`config.mk`:
```
export PLATFORM = sky130hd
export DESIGN_NAME = sys_array_feeder
export DESIGN_NICKNAME = d
export VERILOG_FILES = /design/src/rtl/sys_array_pkg.sv /design/src/rtl/sys_array_feeder.sv
export SDC_FILE = /design/constraint.sdc
export NUM_CORES = 1
export LEC_CHECK = 0
export CORE_AREA = 5 5 223 225
export CTS_CLUSTER_DIAMETER = 50
export DETAILED_ROUTE_END_ITERATION = 7
export DIE_AREA = 0 0 228 230
export PLACE_DENSITY = 0.71
export SETUP_SLACK_MARGIN = 0.4
export SLEW_MARGIN = 10
export SYNTH_ARGS = -nofsm -noshare
export SYNTH_HDL_FRONTEND = slang
export SYNTH_SLANG_ARGS = --single-unit
```
`constraint.sdc`:
```
create_clock -name clk -period 2.3 [get_ports clk]
set_input_delay 0.23 -clock clk [delete_from_list [all_inputs] [get_ports clk]]
set_output_delay 0.23 -clock clk [all_outputs]
set_load 0.02 [all_outputs]
```
`src/rtl/sys_array_pkg.sv`:
```
// Shared constants, state encoding and packing helper for the 3x3 systolic array front end.
// Matrix elements are packed row-major, element (r,c) in slice r*N+c of a bus.
package sys_array_pkg;

    localparam int N      = 3;
    localparam int DATA_W = 16;
    localparam int BUS_W  = N * N * DATA_W;

    typedef enum logic [2:0] {
        ST_IDLE,
        ST_CLEAR,
        ST_FEED,
        ST_FLUSH,
        ST_DONE
    } state_t;

    function automatic int slice_idx(input int r, input int c);
        return r * N + c;
    endfunction

endpackage

```
`src/rtl/sys_array_feeder.sv`:
```
// Latches two operand matrices, clears the systolic array, then injects A rows on the left
// edge and B columns on the top edge with one-cycle-per-lane skew, flushes, and flags done.
//
// state | meaning
// IDLE  | waiting for start; buses zero
// CLEAR | array_clear high for one cycle
// FEED  | skewed injection, step t = 0 .. 2N-2
// FLUSH | buses zero while the last products drain through the grid
// DONE  | one-cycle done pulse, array result is final
module sys_array_feeder
    import sys_array_pkg::*;
#(
    parameter int FLUSH_CYC = 4
) (
    input  logic             clk,
    input  logic             reset,
    input  logic             start,
    input  logic [BUS_W-1:0] mat_a,
    input  logic [BUS_W-1:0] mat_b,
    output logic             array_clear,
    output logic [BUS_W-1:0] data_in_1,
    output logic [BUS_W-1:0] data_in_a,
    output logic             busy,
    output logic             done
);

    localparam int CNT_MAX = (2 * N - 1 > FLUSH_CYC) ? 2 * N - 1 : FLUSH_CYC;
    localparam int CNT_W   = $clog2(CNT_MAX + 1);

    localparam logic [CNT_W-1:0] FEED_LAST  = CNT_W'(2 * N - 2);
    localparam logic [CNT_W-1:0] FLUSH_LOAD = CNT_W'(FLUSH_CYC);

    state_t                      state;
    logic [CNT_W-1:0]            cnt;
    logic [CNT_W-1:0]            step_nxt;
    logic [N*N-1:0][DATA_W-1:0]  a_q;
    logic [N*N-1:0][DATA_W-1:0]  b_q;
    logic [N*N-1:0][DATA_W-1:0]  left_bus;
    logic [N*N-1:0][DATA_W-1:0]  top_bus;
    logic [N-1:0][DATA_W-1:0]    left_lane;
    logic [N-1:0][DATA_W-1:0]    top_lane;

    // Outputs are registered, so the buses are loaded with the values for the step being entered.
    assign step_nxt = (state == ST_CLEAR) ? '0 : cnt + 1'b1;

    for (genvar i = 0; i < N; i++) begin : g_lane
        logic [N-1:0][DATA_W-1:0] left_terms;
        logic [N-1:0][DATA_W-1:0] top_terms;
        logic [DATA_W-1:0]        left_or;
        logic [DATA_W-1:0]        top_or;

        // Lane i carries element k at step i+k: A[i][k] on the left, B[k][i] on top.
        for (genvar k = 0; k < N; k++) begin : g_elem
            localparam int               A_IDX = slice_idx(i, k);
            localparam int               B_IDX = slice_idx(k, i);
            localparam logic [CNT_W-1:0] STEP  = CNT_W'(i + k);

            assign left_terms[k] = (step_nxt == STEP) ? a_q[A_IDX] : '0;
            assign top_terms[k]  = (step_nxt == STEP) ? b_q[B_IDX] : '0;
        end

        always_comb begin
            left_or = '0;
            top_or  = '0;
            for (int k = 0; k < N; k++) begin
                left_or = left_or | left_terms[k];
                top_or  = top_or | top_terms[k];
            end
        end

        assign left_lane[i] = left_or;
        assign top_lane[i]  = top_or;
    end

    for (genvar s = 0; s < N * N; s++) begin : g_slice
        if (s % N == 0) begin : g_left
            assign left_bus[s] = left_lane[s / N];
        end else begin : g_left_zero
            assign left_bus[s] = '0;
        end

        if (s < N) begin : g_top
            assign top_bus[s] = top_lane[s];
        end else begin : g_top_zero
            assign top_bus[s] = '0;
        end
    end

    always_ff @(posedge clk) begin
        if (reset) begin
            state       <= ST_IDLE;
            cnt         <= '0;
            a_q         <= '0;
            b_q         <= '0;
            array_clear <= 1'b0;
            data_in_1   <= '0;
            data_in_a   <= '0;
            busy        <= 1'b0;
            done        <= 1'b0;
        end else begin
            array_clear <= 1'b0;
            done        <= 1'b0;
            data_in_1   <= '0;
            data_in_a   <= '0;

            case (state)
                ST_IDLE: begin
                    if (start) begin
                        a_q         <= mat_a;
                        b_q         <= mat_b;
                        array_clear <= 1'b1;
                        busy        <= 1'b1;
                        state       <= ST_CLEAR;
                    end
                end

                ST_CLEAR: begin
                    cnt       <= '0;
                    data_in_1 <= left_bus;
                    data_in_a <= top_bus;
                    state     <= ST_FEED;
                end

                ST_FEED: begin
                    if (cnt == FEED_LAST) begin
                        cnt   <= FLUSH_LOAD;
                        state <= ST_FLUSH;
                    end else begin
                        cnt       <= cnt + 1'b1;
                        data_in_1 <= left_bus;
                        data_in_a <= top_bus;
                    end
                end

                // Down-count from FLUSH_CYC to zero inclusive, so done lands 2N+FLUSH_CYC+2
                // cycles after start and jobs repeat every 2N+FLUSH_CYC+3 cycles.
                ST_FLUSH: begin
                    if (cnt == '0) begin
                        done  <= 1'b1;
                        state <= ST_DONE;
                    end else begin
                        cnt <= cnt - 1'b1;
                    end
                end

                ST_DONE: begin
                    busy  <= 1'b0;
                    state <= ST_IDLE;
                end

                default: begin
                    busy  <= 1'b0;
                    state <= ST_IDLE;
                end
            endcase
        end
    end

endmodule

```
* After elaboration in Yosys (flattened, before gate mapping)
Index checks and enable logic that the tools add are counted.
Storage, ports and cells: word-level logic and storage cells 99, register bits 585
Cells by class: equal/unequal tests 12, multiplexer cells 34, reductions and logical operators 11, add/sub/neg operators 2, bitwise gates (word level) 15
Operators by type and width (count):
- 16-bit two-way mux | 18
- 112-bit case mux with 2 select lines | 1
- 16-bit OR | 12
- 112-bit two-way mux | 1
- 48-bit case mux with 2 select lines | 1
- 48-bit two-way mux | 1
- 3-bit two-way mux | 6
- 3-bit by 2-bit == test with 1-bit output (second input constant) | 4
- 3-bit case mux with 4 select lines | 1
- 3-bit zero test | 3
- 3-bit case mux with 3 select lines | 1
- 2-bit != test (second input constant) | 4
- 3-bit by 1-bit == test with 1-bit output (second input constant) | 2
- 3-bit == test (second input constant) | 2
- 2-bit AND reduction | 3
- 2-bit OR reduction | 2
- 3-bit by 1-bit adder with 3-bit output (second input constant) | 1
- 1-bit two-way mux | 3
- 1-bit inverter | 3
- 3-bit AND reduction | 1
- 3-bit nonzero test | 1
- 3-bit OR reduction | 1
- 3-bit by 1-bit subtractor with 3-bit output (second input constant) | 1
- 1-bit case mux with 2 select lines | 1

* Longest topological paths before layout
word-level depth 8, depth in mapped cells 9

* Worst setup path after synthesis
Ideal clock, no wire load.
path kind flip-flop to flip-flop, from register cnt[0], to register data_in_a[21], clock period less this slack 2114 ps, slack 186 ps, path buffers 4, data arrival time 2051 ps, stages on the path, launching flop included 9, required time 2236 ps, path through dfxtp_1 > buf_2 > inv_1 > ha_1 > clkbuf_1 > clkbuf_1 > clkbuf_1 > a31oi_1 > nor2_4
Between the ends: word-level cells in the longest chain between the ends 8
RTL lines:
- from (decl) | line sys_array_feeder.sv:34 | logic [CNT_W-1:0] cnt;
- from (signal assigned) | line sys_array_feeder.sv:129 | cnt <= cnt + 1'b1;
- from (signal assigned) | line sys_array_feeder.sv:142 | cnt <= cnt - 1'b1;
- 3-bit by 1-bit adder with 3-bit output | line sys_array_feeder.sv:44 | assign step_nxt = (state == ST_CLEAR) ? '0 : cnt + 1'b1;
- 3-bit two-way mux | line sys_array_feeder.sv:44
- 3-bit by 1-bit == test with 1-bit output / 3-bit by 2-bit == test with 1-bit output (equally long branches) | line sys_array_feeder.sv:59 | assign top_terms[k] = (step_nxt == STEP) ? b_q[B_IDX] : '0;
- 16-bit two-way mux | line sys_array_feeder.sv:59
- 16-bit OR (2 in a row) | line sys_array_feeder.sv:67 | top_or = top_or | top_terms[k];
- 48-bit two-way mux | line sys_array_feeder.sv:125 | if (cnt == FEED_LAST) begin
- 48-bit case mux with 2 select lines * | line sys_array_feeder.sv:106 | case (state)
- to (signal assigned) | line sys_array_feeder.sv:120 | data_in_a <= top_bus;
- to (signal assigned) | line sys_array_feeder.sv:131 | data_in_a <= top_bus;
- to (decl) | line sys_array_feeder.sv:22 | output logic [BUS_W-1:0] data_in_a,
Mark *: on every way between the ends. The rest lies on a longest branch, timed or not. A chain may end at the register's enable or synchronous reset.

* Worst setup path in the final report
from register cnt[0], to register data_in_1[3]
Between the ends: word-level cells in the longest chain between the ends 8
RTL lines:
- 3-bit by 1-bit adder with 3-bit output | line sys_array_feeder.sv:44
- 3-bit two-way mux | line sys_array_feeder.sv:44
- 3-bit by 1-bit == test with 1-bit output / 3-bit zero test (equally long branches) | line sys_array_feeder.sv:58 | assign left_terms[k] = (step_nxt == STEP) ? a_q[A_IDX] : '0;
- 16-bit two-way mux | line sys_array_feeder.sv:58
- 16-bit OR (2 in a row) | line sys_array_feeder.sv:66 | left_or = left_or | left_terms[k];
- 112-bit two-way mux | line sys_array_feeder.sv:125
- 112-bit case mux with 2 select lines * | line sys_array_feeder.sv:106
- to (signal assigned) | line sys_array_feeder.sv:119 | data_in_1 <= left_bus;
- to (signal assigned) | line sys_array_feeder.sv:130 | data_in_1 <= left_bus;
- to (decl) | line sys_array_feeder.sv:21 | output logic [BUS_W-1:0] data_in_1,
Marks and branches as above.

==> impl_metrics.env <==
export IMPL_final_common_cell="nand2_1"
export IMPL_p_sw_mw=5.57
export IMPL_port_buffers=389
export IMPL_seq_power_share_pct=39.0
export IMPL_clk_pin_slew_ps=60
export IMPL_numCtsBuffers=47
export IMPL_hold_viol_final=0
export IMPL_layout_nets=2639
export IMPL_rows=80
export IMPL_antenna_found_initial=4
export IMPL_drt_total_wl_um=55100
export IMPL_max_freq_ghz=0.498
export IMPL_tightest_slew_ps=1150
export IMPL_finalSetupTns_ps=0
export IMPL_cts_sinks=393
export IMPL_switching_share_pct=28.8
export IMPL_ys_flop_type="dfxtp_1"
export IMPL_cts_htree_levels=2
export IMPL_p_comb_share_pct=20.2
export IMPL_drive_above_1_share_pct=11.2
export IMPL_die_h_um=230
export IMPL_cp_required_ps=2790
export IMPL_dp_slack_ps=220
export IMPL_cts_tree="built"
export IMPL_routabilityCongestion=0.871
export IMPL_ys_top_cells_by_area="dfxtp_1 (48%), nand2_1 (14%), a21oi_1 (9.7%)"
export IMPL_critPathMaxFanout=8
export IMPL_min_period_ps=2010
export IMPL_hold_ws_ps=181
export IMPL_grt_max_degree=191
export IMPL_slew_headroom_pct=23.4
export IMPL_grt_pass1_wl_um=81100
export IMPL_fillCellCount=4422
export IMPL_crit_type="reg -> reg"
export IMPL_dp_cells=2873
export IMPL_syn_area_um2=16300
export IMPL_hold_class="in -> reg"
export IMPL_grt_pass1_vias=14300
export IMPL_stdcell_area_um2=22700
export IMPL_p_leak_nw=8.64
export IMPL_intPower_mw=13.8
export IMPL_setup_viol=0
export IMPL_stdcell_count=2998
export IMPL_routed_via_density=4.79
export IMPL_critPathCaptureType="flop"
export IMPL_ant_nets=0
export IMPL_async_reset_ff_share_pct=0
export IMPL_rsz0062_at_grt="yes"
export IMPL_drt_iter0_drc=1070
export IMPL_status="finished clean"
export IMPL_power_density_nw_per_um2=855
export IMPL_route_detailed_drc=0
export IMPL_core_um2=47300
export IMPL_ir_worst_vdd_mv=0.614
export IMPL_place_area_um2=20200
export IMPL_dieArea_um2=52400
export IMPL_slew_viol_final=0
export IMPL_avgSynthCellArea_um2=8.26
export IMPL_pin_count=582
export IMPL_ctsHoldBuffers=0
export IMPL_hpwlAfterDp_um=36900
export IMPL_wl_per_cell_um=18.4
export IMPL_firstDrtPassIters=6
export IMPL_start_util_pct=34.4
export IMPL_synth_top_area_share_pct=48.2
export IMPL_synth_top_cell_by_area="dfxtp_1"
export IMPL_ys_seq_area_share_pct=48.2
export IMPL_ys_ff_latch=393
export IMPL_layout_common_cells="nand2_1 (590), dfxtp_1 (388), clkdlybuf4s50_1 (383)"
export IMPL_cap_violations=0
export IMPL_globalRouteOverflowTotal=0
export IMPL_vias=14300
export IMPL_power_mw=19.4
export IMPL_fin_crit_sh_pct=87.3
export IMPL_worstPathArrival_ps=2500
export IMPL_areaGrowthSynthToFinish_pct=38.9
export IMPL_utilization_pct=47.9
export IMPL_synth_edf_count=0
export IMPL_cp_start_kind="flop"
export IMPL_die_width_um=228
export IMPL_pwr_share_clk_pct=40.8
export IMPL_fin_skew_ps=22.2
export IMPL_yosys_warnings=0
export IMPL_track_usage_pct=19.4
export IMPL_ys_types=46
export IMPL_clkLatencyLatePin_ps=560
export IMPL_worst_slack_ps=292
export IMPL_cts_path_max_buffers=3
export IMPL_synth_cells=1974
export IMPL_clockRootBuffer="clkbuf_16"
## power groups by stage
stage | logic [mW] | registers (mW) | clock network (mW)
final | 3.91 | 7.55 | 7.91
after global routing | 4.22 | 7.60 | 8.36
after CTS | 3.76 | 7.55 | 8.07
after detailed placement | 3.38 | 7.69 | 0
after global placement | 3.32 | 7.67 | 0
after floorplan | 2.29 | 7.66 | 0
## synthesized netlist by cell type, types with 3 or more instances
library cell / count
a21oi_1: 317
a222oi_1: 3
a22oi_1: 52
a31oi_1: 18
and3_1: 19
buf_1: 4
buf_2: 56
buf_4: 193
buf_6: 5
clkbuf_1: 78
dfxtp_1: 393
ha_1: 3
inv_1: 4
mux2_2: 23
mux2i_1: 32
nand2_1: 591
nor2_1: 86
nor2_2: 7
nor2_4: 10
nor2b_1: 4
o21ai_0: 15
o2bb2ai_1: 4
o2bb2ai_2: 28
## critical path, stage by stage, from the launching register on
cell and delay, ps:
dfxtp_4 360, ha_4 180, xor2_4 150, buf_6 130
or4_4 640, buf_12 200, buf_16 160, o2bb2ai_2 110
## layer usage
metal	vias up	GRT usage (%)	routed length, um
met4	6	8.70	2140
met1	6816	22.6	21300
met5	-	0	32
li1	6877	-	-
met2	530	33.9	27900
met3	118	4.66	3710
## area by class of cell
| type | instances | area (um2) | share of cell area (%) |
|---|---|---|---|
| Antenna cell | 1 | 2.50 | 0.0110 |
| Timing Repair Buffer | 469 | 5000 | 22.1 |
| Sequential cell | 393 | 7880 | 34.8 |
| Multi-Input combinational cell | 1429 | 7300 | 32.2 |
| Tap cell | 615 | 769 | 3.40 |
| Inverter | 5 | 23.8 | 0.105 |
| Clock buffer | 63 | 1360 | 6.00 |
| Clock inverter | 23 | 325 | 1.44 |
## final timing paths
| check | from | endpoint | slack [ps] | depth (start not counted) |
|---|---|---|---|---|
| max | cnt[0] | data_in_1[3] | 290 | 7 |
| min | reset | state[1] | 180 | 4 |
| max reg2reg | cnt[0] | data_in_1[3] | 290 | 7 |
| min reg2reg | a_q[112] | data_in_1[96] | 450 | 2 |
## state kept, by name, indices dropped and copies added, names as in the netlist
| name | count |
|---|---|
| b_q | 144 |
| busy | 1 |
| cnt | 3 |
| array_clear | 1 |
| data_in_1 | 48 |
| a_q | 144 |
| state | 3 |
| data_in_a | 48 |
| done | 1 |
## timing repair
item                                   CTS  global route
pin swaps                               10            17
gates resized for setup                 45            33
buffers inserted                        16            13
gates cloned                             7             2
endpoints found under the hold margin    0             0
setup endpoints to repair               94           164
## kinds of logic (layout without fill, tap and decap cells)
kind of cell	count (synthesis)	in the layout	synth area share (%)
AND/OR/NAND/NOR	734	734	18.2
AO/OA/AOI/OAI	443	443	16.6
flip-flops	393	393	48.2
buffers and inverters	343	560	13.1
multiplexers	55	55	3.55
adder cells (fa/ha/maj)	3	3	0.230
XOR/XNOR	2	2	0.107
other	1	193	0.0230
No activity file was read; power rests on OpenSTA's default activity.
==> variant (config.mk and constraints unchanged) <==
Set the parameter `FLUSH_CYC` to 8 (it was 4).
--- a/src/rtl/sys_array_feeder.sv
+++ b/src/rtl/sys_array_feeder.sv
@@ -11,5 +11,5 @@
     import sys_array_pkg::*;
 #(
-    parameter int FLUSH_CYC = 4
+    parameter int FLUSH_CYC = 8
 ) (
     input  logic             clk,
Check against the original RTL: same outputs for any inputs over 4 cycles, from zero or initial values and one cycle with reset high; that may be too few to reach the edited logic, so the function may still have changed.
==> variant against the unedited design <==
  * Synthesized cell count grew 5.3%
  * Cell area up 0.54%
  * Sequential cell count up 1
  * Die area stayed put
  * Area after synthesis grew 3.2%
  * Routed wire length increased by 4.6%
  * Via count is 5.5% higher
  * Power is 6.8% lower
  * Sequential power is essentially flat
  * First-iteration DRC count up 8.1%
  * Setup slack gained 61 ps
  * Highest routed layer unchanged
==> variant: results <==
{
  "cp.arrival_ps": 2370,
  "dpl_cell_area_mm2": 0.02065,
  "grt_usage_pct": 19.80,
  "tritoncts.num_buffers": 45,
  "ff2ff_setup_slack_ps": 350,
  "yosys.area_share.adder_pct": 0.1487,
  "vias_per_cell": 4.938,
  "synth_ff_type": "sky130_fd_sc_hd__dfxtp_1",
  "worstPathMaxFanout": 15,
  "min_delay_path_depth": 3,
  "finalWirelength_um": 57590,
  "internal_power_w": 0.01292,
  "synth_edf_count": 0,
  "timing.final.max_slew_violations": 0,
  "synth_sequential_area_ratio_pct": 46.88,
  "hold_end": "b_q[102]",
  "max-vdd-ir-drop_v": 0.0004278,
  "clockRootBuffer": "sky130_fd_sc_hd__clkbuf_16",
  "dieArea_mm2": 0.05244,
  "final.hold.worst_slack_ps": 207.4,
  "regToRegEndpoint": "data_in_a[47]",
  "buffer_ports.inserted": 389,
  "synth_commonest_cells": "sky130_fd_sc_hd__nand2_1 (612), sky130_fd_sc_hd__dfxtp_1 (394), sky130_fd_sc_hd__a21oi_1 (324), sky130_fd_sc_hd__buf_4 (194)",
  "place_congestion": 0.8718,
  "yosys.cell_types.count": 49,
  "cts_htree_levels": 2,
  "status": "finished, final reports clean",
  "max-clock-path-buffers": 3,
  "p_leak_nw": 8.670,
  "grt_pass1_wl_um": 83530,
  "top_regs": "a_q (144), b_q (144)",
  "number_of_antenna_violations_at_the_first_check_in_global_routing": 6,
  "synth.area.mux_share_pct": 4.105,
  "clk-insertion-delay-late_ps": 570,
  "reg2regPathDepth": 8,
  "dpl.hpwl_um": 38180,
  "clock_skew_ps": 20.19,
  "ys_top_cells_by_area": "sky130_fd_sc_hd__dfxtp_1 (47%), sky130_fd_sc_hd__nand2_1 (14%), sky130_fd_sc_hd__a21oi_1 (9.6%)",
  "met1_use_gr_pct": 24.96,
  "global_route.usage.met3_pct": 4.885,
  "synth_compound_gate_area_share_pct": 13.62,
  "grtUsageMet2_pct": 33.73,
  "layout.nets": 2708,
  "drt_first_pass_iters": 5,
  "r2r-start": "cnt[0]",
  "post_synth_xor_area_fraction_pct": 0.1041,
  "antenna_cells": 0,
  "worst_setup_hold_path_clk_slew_ps": 60,
  "largest_net_degree_at_the_start_of_global_routing": 182,
  "tightestPinTransition_ps": 959.1,
  "first_iter_violations": 1157,
  "post_route_cells_drive_above_1_share_pct": 8.527,
  "grt_pass1_vias": 14580,
  "worstHoldStart": "mat_b[102]"
}
variant: cell types whose count changed after synthesis, sizes merged, moves of 13 or more:
cell,before,now
and3,19,32
a31oi,18,0
a32oi,0,32
nand2,591,612
nand4,1,33
nor2,103,9
nor2b,4,35
a22oi,52,0
nand3,2,98
clkbuf,79,98
variant: kinds of logic (layout without fill, tap and decap cells):
kind of cell,after synthesis,after routing
simple gates,851,853
xor+xnor,2,2
other cells,1,192
compound gates,402,402
fa+ha+maj,2,2
mux,65,65
flops,394,394
buf+inv,361,541
variant: final cells by class:
class / count / area (um2)
Clock buffer: 65 / 1321
Tap cell: 615 / 769.5
Multi-Input combinational cell: 1516 / 7676
Clock inverter: 18 / 210.2
Fill cell: 4508 / 24570
Timing Repair Buffer: 455 / 4891
Sequential cell: 394 / 7895
Inverter: 3 / 13.76
variant: repair_timing:
| action | CTS | global route |
|---|---|---|
| buffers inserted | 12 | 4 |
| gates cloned | 4 | 8 |
| endpoints found under the setup margin | 102 | 202 |
| pin swaps | 4 | 6 |
| resized for setup | 22 | 23 |
variant: worst max-delay path by stage:
stage | start | endpoint | slack, ps | cells after the start
final | cnt[0] | data_in_a[47] | 350 | 8
after global routing | cnt[0] | data_in_1[103] | 290 | 8
after CTS | cnt[0] | data_in_a[38] | 370 | 8
after detailed placement | cnt[0] | data_in_a[38] | 120 | 7
after global placement | start | b_q[43] | 190 | 6
after floorplan | cnt[0] | data_in_1[100] | -10 | 11
variant: power groups by stage:
| stage | clock network (W) | registers (W) | logic, W |
|---|---|---|---|
| 4_1_cts | 0.00744 | 0.00756 | 0.00313 |
| 5_1_grt | 0.00771 | 0.00762 | 0.00345 |
| 2_1_floorplan | 0 | 0.00767 | 0.00211 |
| 3_5_place_dp | 0 | 0.00771 | 0.00307 |
| 6_report | 0.00728 | 0.00757 | 0.00318 |
| 3_3_place_gp | 0 | 0.00769 | 0.00302 |
variant: worst max-delay path, cell delays in order, from the launching register on:
cell and delay, ps:
sky130_fd_sc_hd__dfxtp_4 350, sky130_fd_sc_hd__buf_6 170, sky130_fd_sc_hd__ha_4 210, sky130_fd_sc_hd__and2_1 170, sky130_fd_sc_hd__a211o_2 340, sky130_fd_sc_hd__nand4_1 170
sky130_fd_sc_hd__buf_6 160, sky130_fd_sc_hd__clkbuf_16 170, sky130_fd_sc_hd__o2bb2ai_1 80
variant: stage by stage:
step	instances	setup slack [ps]	util (%)
detailed placement	2955	121.4	43.61
global placement	2955	188.4	43.61
floorplan	2269	-11.41	-
CTS	3054	372.2	47.42
finish	3066	353.8	48.11
global route	3066	293.3	48.11
variant: per-layer routing:
metal  routed length, um  part of all wire [%]  vias to the layer above
li1                    -                     -                     7256
met1               23870                    41                     7151
met2               28060                    49                      624
met3                4110                   7.1                      107
met4                1543                   2.7                        2
met5                   8                 0.014                        -
